<file path="config.mk">
export PLATFORM = sky130hd
export DESIGN_NAME = regfile_sb
export DESIGN_NICKNAME = d
export VERILOG_FILES = /design/src/rtl/regfile_pkg.sv /design/src/rtl/regfile_scoreboard.sv /design/src/rtl/regfile_sb.sv
export SDC_FILE = /design/constraint.sdc
export NUM_CORES = 2
export LEC_CHECK = 0
export CAP_MARGIN = 10
export CORE_AREA = 2 2 316 380
export DETAILED_ROUTE_END_ITERATION = 10
export DIE_AREA = 0 0 318 382
export GPL_ROUTABILITY_DRIVEN = 0
export PLACE_DENSITY = 0.65
export SETUP_SLACK_MARGIN = 0.02
export SLEW_MARGIN = 25
export SYNTH_ARGS = -nofsm -noshare
export SYNTH_HDL_FRONTEND = slang
export SYNTH_SLANG_ARGS = --single-unit
</file>
<file path="constraint.sdc">
create_clock -name clk -period 6.7 [get_ports clk]
set_clock_uncertainty 0.05 [all_clocks]
set_input_delay 1.005 -clock clk [delete_from_list [all_inputs] [get_ports clk]]
set_output_delay 1.005 -clock clk [all_outputs]
set_load 0.02 [all_outputs]
</file>
<file path="src/rtl/regfile_pkg.sv">
// regfile_pkg: shared constants and the address-width helper for the regfile_sb slice
package regfile_pkg;
  localparam int XLEN_DEF = 32;
  localparam int REG_ZERO = 0;
  function automatic int addr_width(input int n);
    return (n < 2) ? 1 : $clog2(n);
  endfunction
endpackage

</file>
<file path="src/rtl/regfile_scoreboard.sv">
// regfile_scoreboard: per-register busy bits, registered popcount and reserve-conflict pulse
module regfile_scoreboard import regfile_pkg::*; #(
  parameter int NREGS = 32,
  parameter int AW = addr_width(NREGS)
) (
  input  logic             clk,
  input  logic             rst_n,
  input  logic             wr_en,
  input  logic [AW-1:0]    wr_addr,
  input  logic             rsv_en,
  input  logic [AW-1:0]    rsv_addr,
  input  logic             flush,
  output logic [NREGS-1:0] busy,
  output logic [AW:0]      busy_cnt,
  output logic             rsv_conflict
);
  logic [NREGS-1:0] busy_nxt;
  logic [AW:0]      cnt_nxt;
  logic             rsv_live, conflict_nxt;
  assign rsv_live = rsv_en && rsv_addr != AW'(REG_ZERO);
  assign conflict_nxt = rsv_live && !flush && busy[rsv_addr] && !(wr_en && wr_addr == rsv_addr);
  // A same-edge reserve beats the writeback clear; flush beats both.
  always_comb begin
    busy_nxt = busy;
    if (wr_en) busy_nxt[wr_addr] = 1'b0;
    if (rsv_live) busy_nxt[rsv_addr] = 1'b1;
    if (flush) busy_nxt = '0;
    busy_nxt[REG_ZERO] = 1'b0;
    cnt_nxt = '0;
    for (int i = 0; i < NREGS; i++) cnt_nxt = cnt_nxt + (AW+1)'(busy_nxt[i]);
  end
  always_ff @(posedge clk or negedge rst_n) begin
    if (!rst_n) begin
      busy <= '0;
      busy_cnt <= '0;
      rsv_conflict <= 1'b0;
    end else begin
      busy <= busy_nxt;
      busy_cnt <= cnt_nxt;
      rsv_conflict <= conflict_nxt;
    end
  end
endmodule

</file>
<file path="src/rtl/regfile_sb.sv">
// regfile_sb: multi-read-port register file with issue scoreboard; REGFILE_BYPASS_EN forwards same-cycle writeback to reads
module regfile_sb import regfile_pkg::*; #(
  parameter int XLEN = XLEN_DEF,
  parameter int NREGS = 32,
  parameter int NRD = 2,
  localparam int AW = addr_width(NREGS)
) (
  input  logic              clk,
  input  logic              rst_n,
  input  logic              wr_en,
  input  logic [AW-1:0]     wr_addr,
  input  logic [XLEN-1:0]   wr_data,
  input  logic [NRD*AW-1:0] rd_addr,
  output logic [NRD*XLEN-1:0] rd_data,
  output logic [NRD-1:0]    rd_busy,
  input  logic              rsv_en,
  input  logic [AW-1:0]     rsv_addr,
  input  logic              flush,
  output logic [AW:0]       busy_cnt,
  output logic              rsv_conflict
);
  logic [XLEN-1:0]  regs [NREGS];
  logic [NREGS-1:0] busy;
  always_ff @(posedge clk or negedge rst_n) begin
    if (!rst_n) begin
      for (int i = 0; i < NREGS; i++) regs[i] <= '0;
    end else if (wr_en && wr_addr != AW'(REG_ZERO)) begin
      regs[wr_addr] <= wr_data;
    end
  end
  regfile_scoreboard #(.NREGS(NREGS), .AW(AW)) u_sb (
    .clk(clk),
    .rst_n(rst_n),
    .wr_en(wr_en),
    .wr_addr(wr_addr),
    .rsv_en(rsv_en),
    .rsv_addr(rsv_addr),
    .flush(flush),
    .busy(busy),
    .busy_cnt(busy_cnt),
    .rsv_conflict(rsv_conflict)
  );
  for (genvar p = 0; p < NRD; p++) begin : g_rd
    logic [AW-1:0] ra;
    logic          nz;
    assign ra = rd_addr[p*AW +: AW];
    assign nz = ra != AW'(REG_ZERO);
`ifdef REGFILE_BYPASS_EN
    logic hit;
    assign hit = nz && wr_en && wr_addr == ra;
    assign rd_data[p*XLEN +: XLEN] = !nz ? '0 : hit ? wr_data : regs[ra];
    assign rd_busy[p] = nz && busy[ra] && !hit;
`else
    assign rd_data[p*XLEN +: XLEN] = nz ? regs[ra] : '0;
    assign rd_busy[p] = nz && busy[ra];
`endif
  end
endmodule

</file>
* Word-level counts from Yosys, hierarchy flattened
Cells that the tools add are included.
** Storage, ports and cells
- Register bits after elaboration :: 1062
- Latch bits :: 0
- Bits in writable memories :: 0
- ROM bits :: 0
- Input port bits :: 57
- Memories kept :: 0
** Operators by class
- Add/sub/neg operators :: 30
- $mul :: 0
- Div/mod/pow operators :: 0
- Order comparisons :: 10
- Equality and inequality tests :: 1
- Shift-type cells :: 0
- Mux-type cells :: 24
- Bitwise logic cells :: 6
- Reduce and logical (&&, ||, !) cells :: 17
** Operator list (number)
- $bwmux W1024 :: 1
- $bmux W32 S5 :: 2
- $mux W32 :: 10
- $add A6 B1 Y6 :: 29
- $demux W32 S5 :: 1
- $and A32 B32 Y32 :: 1
- $not A32 Y32 :: 1
- $or A32 B32 Y32 :: 1
- $lt A5 B6 Y1 const B :: 4
- $reduce_bool A5 Y1 :: 4
- $ge A6 B6 Y1 const B :: 3
- $not A5 Y6 :: 3
- $bmux W1 S5 :: 3
- $logic_and A1 B1 Y1 :: 11
- $demux W1 S5 :: 2
- $ge A5 B1 Y1 const B :: 2
- $lt A6 B1 Y1 const B :: 1
- $eq A5 B5 Y1 :: 1
- $mux W1 :: 5
- $add A1 B1 Y2 :: 1
- $logic_not A1 Y1 :: 2

* Longest topological paths before layout
- Depth in word-level cells :: 40
- Mapped depth :: 24
- Mapped depth without buffers :: 21

* Modules after synthesis
A second synthesis with hierarchy kept.
** Second synthesis, totals
- Cells, all modules :: 4000
- Area total of the unflattened synthesis :: 57904.3 µm²
** Modules (own cells, without submodules)
- regfile_sb :: instances 1, cells an instance 3695, area an instance 54893.9 µm², seq. area each 25624.6 µm²
- regfile_scoreboard :: instances 1, cells an instance 305, area an instance 3010.4 µm², seq. area each 950.9 µm²

* Worst setup path before layout
OpenSTA, ideal clock, no wires.
- Kind :: input-to-reg
- Start point :: input port wr_addr[0]
- End point :: register u_sb.busy_cnt[4]
- Data arrival time :: 6.206 ns
- Data required time :: 6.527 ns
- Path slack :: 0.322 ns
- Stages on the path :: 23
- Path buffers :: 3
- Path through :: clkbuf_1 -> nand3b_1 -> nand2b_1 -> clkbuf_1 -> buf_2 -> a32oi_1 -> nor2_1 -> ha_1 -> inv_1 -> fa_1 -> fa_1 -> fa_1 -> fa_1 -> fa_1 -> fa_1 -> inv_1 -> ha_1 -> inv_1 -> fa_1 -> inv_1 -> a21o_1 -> a21oi_1 -> xnor2_1
** On the way
- Cells in the longest elaborated chain, start to end :: 40
** Ends and longest elaborated chain
- from (decl) :: RTL line regfile_sb.sv:11 : input logic [AW-1:0] wr_addr,
- $lt A5 B6 Y1 (implied by the code) / $ge A5 B1 Y1 (equally long branches) :: RTL line regfile_scoreboard.sv:25 : if (wr_en) busy_nxt[wr_addr] = 1'b0;
- $logic_and A1 B1 Y1 (implied by the code) :: RTL line regfile_scoreboard.sv:25
- $mux W1 (implied by the code) :: RTL line regfile_scoreboard.sv:25
- $demux W1 S5 (*)
- $not A32 Y32 (no source line) (*)
- $and A32 B32 Y32 (no source line) (*)
- $mux W32 (*) :: RTL line regfile_scoreboard.sv:25
- $or A32 B32 Y32 (no source line)
- $mux W32 (*) :: RTL line regfile_scoreboard.sv:26 : if (rsv_live) busy_nxt[rsv_addr] = 1'b1;
- $mux W32 (*) :: RTL line regfile_scoreboard.sv:27 : if (flush) busy_nxt = '0;
- net u_sb.busy_nxt[2] :: RTL line regfile_scoreboard.sv:17 : logic [NREGS-1:0] busy_nxt;
- $add A1 B1 Y2 (*) :: RTL line regfile_scoreboard.sv:30 : for (int i = 0; i < NREGS; i++) cnt_nxt = cnt_nxt + (AW+1)'(busy_nxt[i]);
- $add A6 B1 Y6 (*) (29 in series) :: RTL line regfile_scoreboard.sv:30
- net u_sb.cnt_nxt[4] :: RTL line regfile_scoreboard.sv:18 : logic [AW:0] cnt_nxt;
- to (signal assigned) :: RTL line regfile_scoreboard.sv:39 : busy_cnt <= cnt_nxt;
- to (decl) :: RTL line regfile_scoreboard.sv:14 : output logic [AW:0] busy_cnt,
Mark *: on every way through the listed nets, which the timed path passes. The rest lies on a longest branch.
A chain may end at the register's enable or synchronous reset.

* Final worst setup path
- Start point :: input port wr_addr[2]
- End point :: register u_sb.busy_cnt[4]
Same word-level chain as after synthesis.

==> results_dict.tcl <==
set metrics [dict create \
    critPathMaxStageDelay_ns 0.59 \
    syn-num-nets 4440 \
    arrival_ns 6.53 \
    crit_cells 22 \
    routedWlPerCell_microns 32.6 \
    cts_root_buffer "clkbuf_16" \
    grt_usage 0.315 \
    total_power_w 0.0190 \
    syn_inst 4351 \
    nets 4335 \
    cts.sinks 1062 \
    cts_setup_buffers 0 \
    final.min_clock_period_ns 5.97 \
    die-area_sq_mm 0.121 \
    cp_slowest_cell "clkdlybuf4s50_1" \
    outcome "complete, no violations" \
    hold_path.class "in -> async" \
    drv_slew 0 \
    antenna_found_initial 13 \
    path_clk_slew_ns 0.06 \
    cp_max_fo 9 \
    clock_latency_ns 0.73 \
    cts-buffers-inserted 111 \
    reg2reg_depth 19 \
    area_delta_synth_final_pct 10.9 \
    powerDensity_mw_per_mm2 292 \
    crit_required_ns 7.27 \
    yosys_warnings 0 \
    crit_family "adder cells" \
    crit_start "wr_addr[2]" \
    finalCritPeriodShare 0.891 \
    fmax_ghz 0.168 \
    overflow 0 \
    grt_max_degree 176 \
    timing.setup.critical_path_class "in -> reg" \
    cts_hold_buf 0 \
    worstSetupEndpoint "u_sb.busy_cnt[4]" \
    dr.pass1.iters 6 \
    worstReg2RegStart "u_sb.busy[13]" \
    die_h_microns 382 \
    postRouteAntennaNets 0 \
    clockBufferDepth 3 \
    synth_cell_types 64 \
    drv_cap 0 \
    ios 130 \
    r2r-end "u_sb.busy_cnt[4]" \
    path_common_cell "fa_1" \
    worst_pin_slew_ns 1.12 \
    start_util 0.498 \
    end_kind "flip-flop" \
    startpoint_type "primary input" \
    final_cells 5883 \
    final_cell_mix "mux2_2, dfrtp_1, mux4_2" \
    drt_wl_total_microns 192000 \
    dpl.hpwl_microns 105000 \
    dp.cells 5670 \
    r2r_slack_ns 1.52 \
    ys_seq_elements 1062 \
    synth_edf_count 0 \
    path_cells "clkdlybuf4s50_1 -> nor3_1 -> buf_4 -> nand2b_4 -> a32oi_1 -> nor2_1 -> ha_1 -> inv_1 -> fa_1 -> fa_1 -> fa_1 -> fa_1 -> fa_1 -> fa_1 -> inv_1 -> ha_1 -> inv_1 -> fa_1 -> inv_1 -> a21o_1 -> a21oi_1 -> xnor2_1" \
    num_rows 138 \
    tns_ns 0 \
    io_buffers 129 \
    cts_tree "built" \
    synth-main-ff-cell "dfrtp_1" \
    num_vias 39800 \
    grt_pass1_vias 40200 \
    ir_worst_vdd_v 0.000249 \
    rsz0062_at_grt "no" \
    die_x_microns 318 \
    p_leak_nw 28.2 \
    synthArstFlopShare 1.00 \
    drc 0 \
    first_iter_violations 4561 \
    cts_max_level 3 \
    avgSynthCellArea_sq_um 13.5 \
    drive_gt1_frac 0.437 \
    grt_pass1_wl_microns 281000 \
    slew_headroom 0.247 \
    netlist_area_sq_mm 0.0586 \
    layout_commonest_cell "mux2_2" \
    setup_viol 0 \
    timing_hold_violations_final 0 \
    vias_per_cell 6.76 \
    synth-seq-area-share 0.454 \
    core_area_sq_mm 0.118 \
    path_buf_inv 6 \
    ctsResizeCount 0 \
]
## sequential cells by signal, indices dropped and copies added, names as in the netlist
signal             cells
regs                1024
u_sb.busy             31
u_sb.busy_cnt          6
u_sb.rsv_conflict      1
## cells by family after synthesis
kind of cell / after synthesis / share of synthesized area
multiplexers: 1721 / 0.384
flip-flops: 1062 / 0.454
AO/OA/AOI/OAI: 572 / 0.0736
buffers and inverters: 555 / 0.0429
AND/OR/NAND/NOR: 401 / 0.0345
adder cells (fa/ha/maj): 32 / 0.00979
XOR/XNOR: 8 / 0.00120
## Yosys cell counts (25+ instances only)
master	n	area (sq um)
mux2i_1	209	2090
mux4_2	295	6640
a211oi_1	96	721
a2bb2oi_1	25	219
clkbuf_1	265	995
nor3_1	36	180
buf_2	158	791
o21ai_0	48	240
o32a_1	42	420
a21oi_1	62	310
a31oi_1	26	163
nor2_1	58	218
nand2_1	128	480
dfrtp_1	1062	26600
buf_1	28	105
inv_1	67	251
mux2_2	1175	13200
mux2_1	38	428
nor2b_1	103	644
o41ai_1	32	280
a221oi_2	25	375
o22ai_1	93	582
## routing by layer
layer,wire (microns),share of wire,track usage
met5,81,0.00042,0
met3,17500,0.091,0.0695
met4,7350,0.038,0.120
met2,86600,0.45,0.478
met1,80400,0.42,0.445
## worst min-delay path by stage
stage               startpoint  slack, ns  cells after the start          endpoint
floorplan           regs[1000]       0.37                      1        regs[1000]
global placement    regs[1006]       0.31                      0        regs[1006]
detailed placement  regs[1002]       0.31                      0        regs[1002]
CTS                      rst_n       0.32                      1  u_sb.busy_cnt[5]
global route             rst_n       0.09                      1  u_sb.busy_cnt[5]
finish                   rst_n        0.1                      1  u_sb.busy_cnt[5]
## final cells by class
type | count | area (sq um)
fillers | 9663 | 52700
multi-input cells | 2734 | 29800
flip-flops and latches | 1062 | 26600
clock buffers | 176 | 3410
repair buffers | 269 | 2530
well taps | 1540 | 1930
clock inverters | 28 | 442
inverters | 68 | 265
diodes | 6 | 15.0
## worst reg2reg max path, stage by stage (launching register included)
cell,delay [ns]
dfrtp_1,0.44
inv_1,0.07
o32ai_1,0.34
inv_1,0.10
fa_1,0.51
inv_1,0.06
fa_1,0.49
inv_1,0.05
fa_1,0.52
fa_1,0.43
fa_1,0.51
fa_1,0.40
inv_1,0.07
ha_1,0.17
inv_1,0.07
fa_1,0.44
inv_1,0.07
a21o_1,0.10
a21oi_1,0.07
xnor2_1,0.12
## through the flow
step	utilization	worst slack (ns)	instance area (sq um)	hold slack (ns)
floorplan	-	0.322	58600	0.375
global placement	0.520	0.0533	61100	0.310
detailed placement	0.520	0.0166	61100	0.313
CTS	0.552	0.794	64900	0.319
global route	0.552	0.435	64900	0.0927
finish	0.552	0.732	64900	0.0961
## where the power goes
| group | internal (W) | switching [W] |
|---|---|---|
| Clock | 0.00389 | 0.00269 |
| Sequential | 0.00760 | 0.000874 |
| Combinational | 0.00223 | 0.00168 |
| Total | 0.0137 | 0.00524 |
No activity file was read; power rests on OpenSTA's default activity.
